==> config.mk <==
export PLATFORM = sky130hd
export DESIGN_NAME = irq_controller
export DESIGN_NICKNAME = d
export VERILOG_FILES = /design/src/rtl/irq_pkg.sv /design/src/rtl/irq_line_sync.sv /design/src/rtl/irq_controller.sv
export SDC_FILE = /design/constraint.sdc
export NUM_CORES = 1
export LEC_CHECK = 0
export CAP_MARGIN = 20
export CORE_ASPECT_RATIO = 1.75
export CORE_MARGIN = 2
export CORE_UTILIZATION = 45
export DETAILED_ROUTE_END_ITERATION = 7
export PLACE_DENSITY_LB_ADDON = 0.3
export REMOVE_ABC_BUFFERS = 1
export SLEW_MARGIN = 10
export SYNTH_ARGS = -nofsm -noshare
export SYNTH_HDL_FRONTEND = slang
export SYNTH_SLANG_ARGS = --single-unit
==> constraint.sdc <==
create_clock -name clk_i -period 1.9 [get_ports clk_i]
set_clock_uncertainty 0.1 [all_clocks]
set_input_delay 0.475 -clock clk_i [delete_from_list [all_inputs] [get_ports clk_i]]
set_output_delay 0.475 -clock clk_i [all_outputs]
set_load 0.02 [all_outputs]
==> src/rtl/irq_pkg.sv <==
// Shared definitions for the interrupt controller.
//   - register index constants for the 16-entry port window
//   - bit position of the VECTOR valid flag
//   - widest supported line count and a helper that builds the mask of
//     implemented lines for a given NUM_LINES
package irq_pkg;

    localparam int MAX_LINES = 16;

    localparam logic [3:0] IRQ_PEND_LO = 4'd0;
    localparam logic [3:0] IRQ_PEND_HI = 4'd1;
    localparam logic [3:0] IRQ_MASK_LO = 4'd2;
    localparam logic [3:0] IRQ_MASK_HI = 4'd3;
    localparam logic [3:0] IRQ_MODE_LO = 4'd4;
    localparam logic [3:0] IRQ_MODE_HI = 4'd5;
    localparam logic [3:0] IRQ_VECTOR  = 4'd6;
    localparam logic [3:0] IRQ_CTRL    = 4'd7;

    localparam int IRQ_VALID_BIT = 7;

    // Result of the priority encoder: lowest pending unmasked line.
    typedef struct packed {
        logic       valid;
        logic [3:0] idx;
    } irq_vec_t;

    // One bit per implemented line; bits at or above n are zero.
    function automatic logic [MAX_LINES-1:0] line_mask(input int n);
        logic [MAX_LINES-1:0] m;
        m = '0;
        for (int i = 0; i < MAX_LINES; i++) begin
            if (i < n) m[i] = 1'b1;
        end
        return m;
    endfunction

endpackage

==> src/rtl/irq_line_sync.sv <==
// Per-line input conditioning for one asynchronous interrupt request.
//   clk_i   : IO bus clock
//   reset_i : synchronous active-high reset
//   irq_i   : raw request, asynchronous to clk_i
//   s2      : synchronised level (second synchroniser flop)
//   rise    : one-cycle pulse when the synchronised level goes 0 -> 1
module irq_line_sync (
    input  logic clk_i,
    input  logic reset_i,
    input  logic irq_i,
    output logic s2,
    output logic rise
);

    logic s1;
    logic s3;

    always_ff @(posedge clk_i) begin
        if (reset_i) begin
            s1 <= 1'b0;
            s2 <= 1'b0;
            s3 <= 1'b0;
        end else begin
            s1 <= irq_i;
            s2 <= s1;
            s3 <= s2;
        end
    end

    // s3 holds the previous synchronised level, so this fires for one cycle.
    assign rise = s2 & ~s3;

endmodule

==> src/rtl/irq_controller.sv <==
// Interrupt controller on a 16-register IO port window.
// Each line has a mask bit and an edge/level mode bit. Edge events are
// latched until cleared by a write-1-to-clear or by reading VECTOR.
//   clk_i     : IO bus clock, rising edge
//   reset_i   : synchronous active-high reset
//   rd_i/wr_i : one-cycle read / write strobes for this window
//   A_i       : register index
//   D_i       : write data
//   D_o       : registered read data, holds when rd_i is low
//   irq_i     : raw interrupt requests (NUM_LINES wide)
//   n_int_o   : registered active-low CPU interrupt
module irq_controller
    import irq_pkg::*;
#(
    parameter int NUM_LINES = 8
) (
    input  logic                 clk_i,
    input  logic                 reset_i,
    input  logic                 rd_i,
    input  logic                 wr_i,
    input  logic [3:0]           A_i,
    input  logic [7:0]           D_i,
    output logic [7:0]           D_o,
    input  logic [NUM_LINES-1:0] irq_i,
    output logic                 n_int_o
);

    localparam logic [MAX_LINES-1:0] IMPL = line_mask(NUM_LINES);

    logic [MAX_LINES-1:0] s2_v;
    logic [MAX_LINES-1:0] rise_v;
    logic [MAX_LINES-1:0] pend_q;
    logic [MAX_LINES-1:0] mask_q;
    logic [MAX_LINES-1:0] mode_q;
    logic                 en_q;

    logic [MAX_LINES-1:0] active;
    irq_vec_t             vec;
    logic [7:0]           rd_data;
    logic [MAX_LINES-1:0] clr_w1c;
    logic [MAX_LINES-1:0] clr_ack;
    logic [MAX_LINES-1:0] clr;
    logic [MAX_LINES-1:0] pend_next;

    // Unimplemented lines are tied low so the rest of the logic can
    // always work on the full 16-bit width.
    genvar g;
    for (g = 0; g < MAX_LINES; g++) begin : g_line
        if (g < NUM_LINES) begin : g_impl
            irq_line_sync u_sync (
                .clk_i   (clk_i),
                .reset_i (reset_i),
                .irq_i   (irq_i[g]),
                .s2      (s2_v[g]),
                .rise    (rise_v[g])
            );
        end else begin : g_pad
            assign s2_v[g]   = 1'b0;
            assign rise_v[g] = 1'b0;
        end
    end

    // Lowest-numbered request wins.
    function automatic irq_vec_t prio_enc(input logic [MAX_LINES-1:0] req);
        irq_vec_t v;
        v = '0;
        for (int i = MAX_LINES - 1; i >= 0; i--) begin
            if (req[i]) begin
                v.valid = 1'b1;
                v.idx   = 4'(i);
            end
        end
        return v;
    endfunction

    assign active = pend_q & mask_q;
    assign vec    = prio_enc(active);

    always_comb begin
        rd_data = 8'h00;
        case (A_i)
            IRQ_PEND_LO: rd_data = active[7:0];
            IRQ_PEND_HI: rd_data = active[15:8];
            IRQ_MASK_LO: rd_data = mask_q[7:0];
            IRQ_MASK_HI: rd_data = mask_q[15:8];
            IRQ_MODE_LO: rd_data = mode_q[7:0];
            IRQ_MODE_HI: rd_data = mode_q[15:8];
            IRQ_VECTOR: begin
                rd_data[IRQ_VALID_BIT] = vec.valid;
                rd_data[3:0]           = vec.idx;
            end
            IRQ_CTRL:    rd_data[0] = en_q;
            default:     rd_data = 8'h00;
        endcase
    end

    always_comb begin
        clr_w1c = '0;
        if (wr_i && A_i == IRQ_PEND_LO) clr_w1c[7:0]  = D_i;
        if (wr_i && A_i == IRQ_PEND_HI) clr_w1c[15:8] = D_i;
    end

    // A VECTOR read acknowledges the line it reports.
    assign clr_ack = (rd_i && A_i == IRQ_VECTOR && vec.valid)
                     ? (16'd1 << vec.idx) : '0;

    // Clears only affect edge-mode lines; OR-ing rise last makes set win.
    assign clr       = (clr_w1c | clr_ack) & mode_q;
    assign pend_next = ((mode_q & ((pend_q & ~clr) | rise_v)) |
                        (~mode_q & s2_v)) & IMPL;

    always_ff @(posedge clk_i) begin
        if (reset_i) begin
            pend_q  <= '0;
            mask_q  <= '0;
            mode_q  <= '0;
            en_q    <= 1'b0;
            D_o     <= 8'h00;
            n_int_o <= 1'b1;
        end else begin
            pend_q  <= pend_next;
            n_int_o <= ~(en_q & |active);
            if (rd_i) D_o <= rd_data;
            if (wr_i) begin
                case (A_i)
                    IRQ_MASK_LO: mask_q[7:0]  <= D_i & IMPL[7:0];
                    IRQ_MASK_HI: mask_q[15:8] <= D_i & IMPL[15:8];
                    IRQ_MODE_LO: mode_q[7:0]  <= D_i & IMPL[7:0];
                    IRQ_MODE_HI: mode_q[15:8] <= D_i & IMPL[15:8];
                    IRQ_CTRL:    en_q         <= D_i[0];
                    default:     ;
                endcase
            end
        end
    end

endmodule
==> flow_metrics.env <==
export IMPL_cts_root_buffer="clkbuf_8"
export IMPL_finalCritPeriodShare_pct=96.5
export IMPL_netlist_instances=250
export IMPL_clk_pin_slew_worst_paths_ns=0.06
export IMPL_fin_util_pct=61.0
export IMPL_tightest_slew_ns=0.438
export IMPL_grt_ovfl_total=0
export IMPL_hold_viol_final=0
export IMPL_crit_required_ns=1.32
export IMPL_cts_sinks=58
export IMPL_fp_dieH_um=99.2
export IMPL_n_fill_cell=433
export IMPL_viasPerCell=5.46
export IMPL_finalPower_uw=2570
export IMPL_portBuffers=32
export IMPL_cp_end_kind="output port"
export IMPL_place_ws_ns=-0.220
export IMPL_max_freq_ghz=0.545
export IMPL_hold_path_class="flip-flop to flip-flop"
export IMPL_clk_latency_ns=0.33
export IMPL_slowest_stage="clkdlybuf4s50_1"
export IMPL_synth_simple_area_share_pct=23.3
export IMPL_maxCapViolCount=0
export IMPL_grt_pass1_vias=1898
export IMPL_synth_top_family_by_area="simple AND/OR/NAND/NOR gates"
export IMPL_h_tree_depth=3
export IMPL_cts_buffers_inserted=9
export IMPL_fin_crit_ns=1.83
export IMPL_clock_path_buffers=2
export IMPL_worst_path_max_fanout=2
export IMPL_die_x_um=58.4
export IMPL_routed_wl_mm=4.96
export IMPL_synth_xor_area_share_pct=0
export IMPL_fin_nets=326
export IMPL_core_um2=4980
export IMPL_antenna_found_initial=0
export IMPL_synthTopCellsByArea="dfxtp_1 (50%), mux2i_1 (7.3%), nor2b_1 (7.0%)"
export IMPL_fp_row_count=34
export IMPL_status="completed"
export IMPL_synth_fa_ha_area_share_pct=0
export IMPL_drt_initial_drc_count=73
export IMPL_yosysUniqueCellTypes=38
export IMPL_grt_max_degree=59
export IMPL_leakage_uw=0.00124
export IMPL_yosysSeqAreaShare_pct=49.9
export IMPL_crit_chain="clkdlybuf4s50_1"
export IMPL_slowest_delay_ns=0.60
export IMPL_synth_compound_gate_area_share_pct=17.1
export IMPL_synth_seq_cells=58
export IMPL_place_hpwl_mm=3.56
export IMPL_yosysWarnings=0
export IMPL_p_per_area_nw_per_um2=846
export IMPL_grt_pass1_wl_mm=8.41
export IMPL_yosysTopAreaCell="dfxtp_1"
export IMPL_grt_usage_pct=19.1
export IMPL_top_level_ports=33
export IMPL_globalplace_congestion=0.875
export IMPL_relSlewSlack_pct=70.8
export IMPL_drc=0
export IMPL_dieArea_um2=5790
export IMPL_wl_per_cell_um=13.7
export IMPL_vdd_drop_max_v=0.000578
export IMPL_final_antenna_net_count=0
export IMPL_start_util_pct=46.8
export IMPL_first_pass_iters=4
export IMPL_cp_start_kind="flip-flop"
export IMPL_drive_above_1_share_pct=13.4
export IMPL_setup_viol=0
export IMPL_critPathKind="flip-flop to output port"
export IMPL_setup_ws_ns=0.0657
export IMPL_cts_hold_fix_buffers=0
export IMPL_syn_to_final_growth_pct=30.5
export IMPL_syn_cell_area_um2=2330
export IMPL_vias=1971
export IMPL_cp_top_family="buffers and inverters"
export IMPL_grt_setup_unrepaired="false"
export IMPL_insertedDiodeCount=0
export IMPL_crit_buf_inv=1
export IMPL_synthMuxAreaShare_pct=7.31
export IMPL_cts_tree="done"
export IMPL_slew_viol_final=0
export IMPL_avgSynthCellArea_um2=9.31
export IMPL_synth_top_area_share_pct=49.9
export IMPL_critPathArrivalTime_ns=1.26
-- cell families after synthesis --
logic type / after synthesis
multiplexers: 17
flip-flops: 58
buffers and inverters: 12
AO/OA/AOI/OAI: 55
AND/OR/NAND/NOR: 108
-- area by class of cell --
type	count	area, um^2	area share (%)
Clock buffer	11	151	4.98
Multi-Input combinational cell	180	1110	36.6
Tap cell	54	67.6	2.22
Sequential cell	58	1160	38.2
Inverter	2	7.51	0.247
Timing Repair Buffer	51	485	16.0
Clock inverter	5	52.6	1.73
-- metal layers --
layer	up-vias	share of wire (%)	global-route usage, %
met1	898	41	21.5
met4	0	3.0	12.3
met2	67	50	31.0
li1	987	-	-
met3	19	5.4	5.07
met5	-	0	0
-- per-stage QoR --
step | instance area, um^2 | hold slack, ns | cells | setup TNS [ns]
after CTS | 3040 | 0.341 | 361 | 0
final | 3040 | 0.336 | 361 | 0
after global placement | 2830 | 0.316 | 345 | -2.78
after floorplan | 2280 | 0.291 | 240 | 0
after detailed placement | 2830 | 0.326 | 345 | -3.59
after global routing | 3040 | 0.353 | 361 | 0
-- report_power, final --
part | internal, uW | switching (uW) | leakage [uW]
combinational | 95.8 | 77.6 | 0.000667
clock | 669 | 467 | 0.000105
sequential | 1250 | 15.0 | 0.000472
-- sequential cells by signal, summed over array words and instances (netlist names), 8 cells and up --
name	count
D_o	8
g_line.g_impl.u_sync.s1	8
g_line.g_impl.u_sync.s3	8
mask_q	8
pend_q	8
g_line.g_impl.u_sync.s2	8
mode_q	8
-- synth_stat cells --
library cell	n
dfxtp_1	58
nand2_1	37
nor2_1	28
nor2b_1	26
mux2i_1	17
a21oi_1	15
a211oi_1	8
a22o_1	6
clkbuf_1	6
o211ai_1	6
a22oi_1	5
a221oi_1	3
and3_1	3
a211o_1	2
a21o_1	2
and2_1	2
buf_2	2
nand3_1	2
nand3b_1	2
nand4_1	2
a221oi_2	1
a32o_1	1
and4bb_4	1
buf_1	1
buf_6	1
clkinv_1	1
inv_2	1
nand2b_1	1
nand3_2	1
nand4_4	1
nand4b_1	1
nor3_1	1
o2111ai_1	1
o21ai_0	1
o21ai_1	1
o2bb2ai_1	1
o311a_1	1
o31ai_1	1
-- cell usage in the layout, fill, tap and decap left out, types with 3 or more instances in the layout --
cell / netlist / layout
a211oi_1: 8 / 8
a21oi_1: 15 / 15
a221oi_1: 3 / 3
a22o_1: 6 / 6
a22oi_1: 5 / 5
and3_1: 3 / 3
buf_4: 0 / 17
clkbuf_8: 0 / 11
clkdlybuf4s50_1: 0 / 30
clkinv_2: 0 / 3
dfxtp_1: 58 / 58
mux2i_1: 17 / 17
nand2_1: 37 / 37
nor2_1: 28 / 28
nor2b_1: 26 / 26
o211ai_1: 6 / 6
-- timing repair --
action | CTS | global route
buffers inserted | 0 | 0
resized for setup | 0 | 1
setup endpoints to repair | 0 | 1
hold endpoints to repair | 0 | 0
-- worst paths after layout --
| kind | slack, ns | to | cells after the start | startpoint |
|---|---|---|---|---|
| worst max-delay path | 0.07 | D_o[2] | 1 | D_o[2] |
| worst min-delay path | 0.34 | g_line[4].g_impl.u_sync.s2 | 1 | g_line[4].g_impl.u_sync.s1 |
| worst max register to register | 0.32 | pend_q[5] | 5 | mask_q[0] |
| worst min register to register | 0.34 | g_line[4].g_impl.u_sync.s2 | 1 | g_line[4].g_impl.u_sync.s1 |
Note: power is estimated with default switching activity, not from simulation.
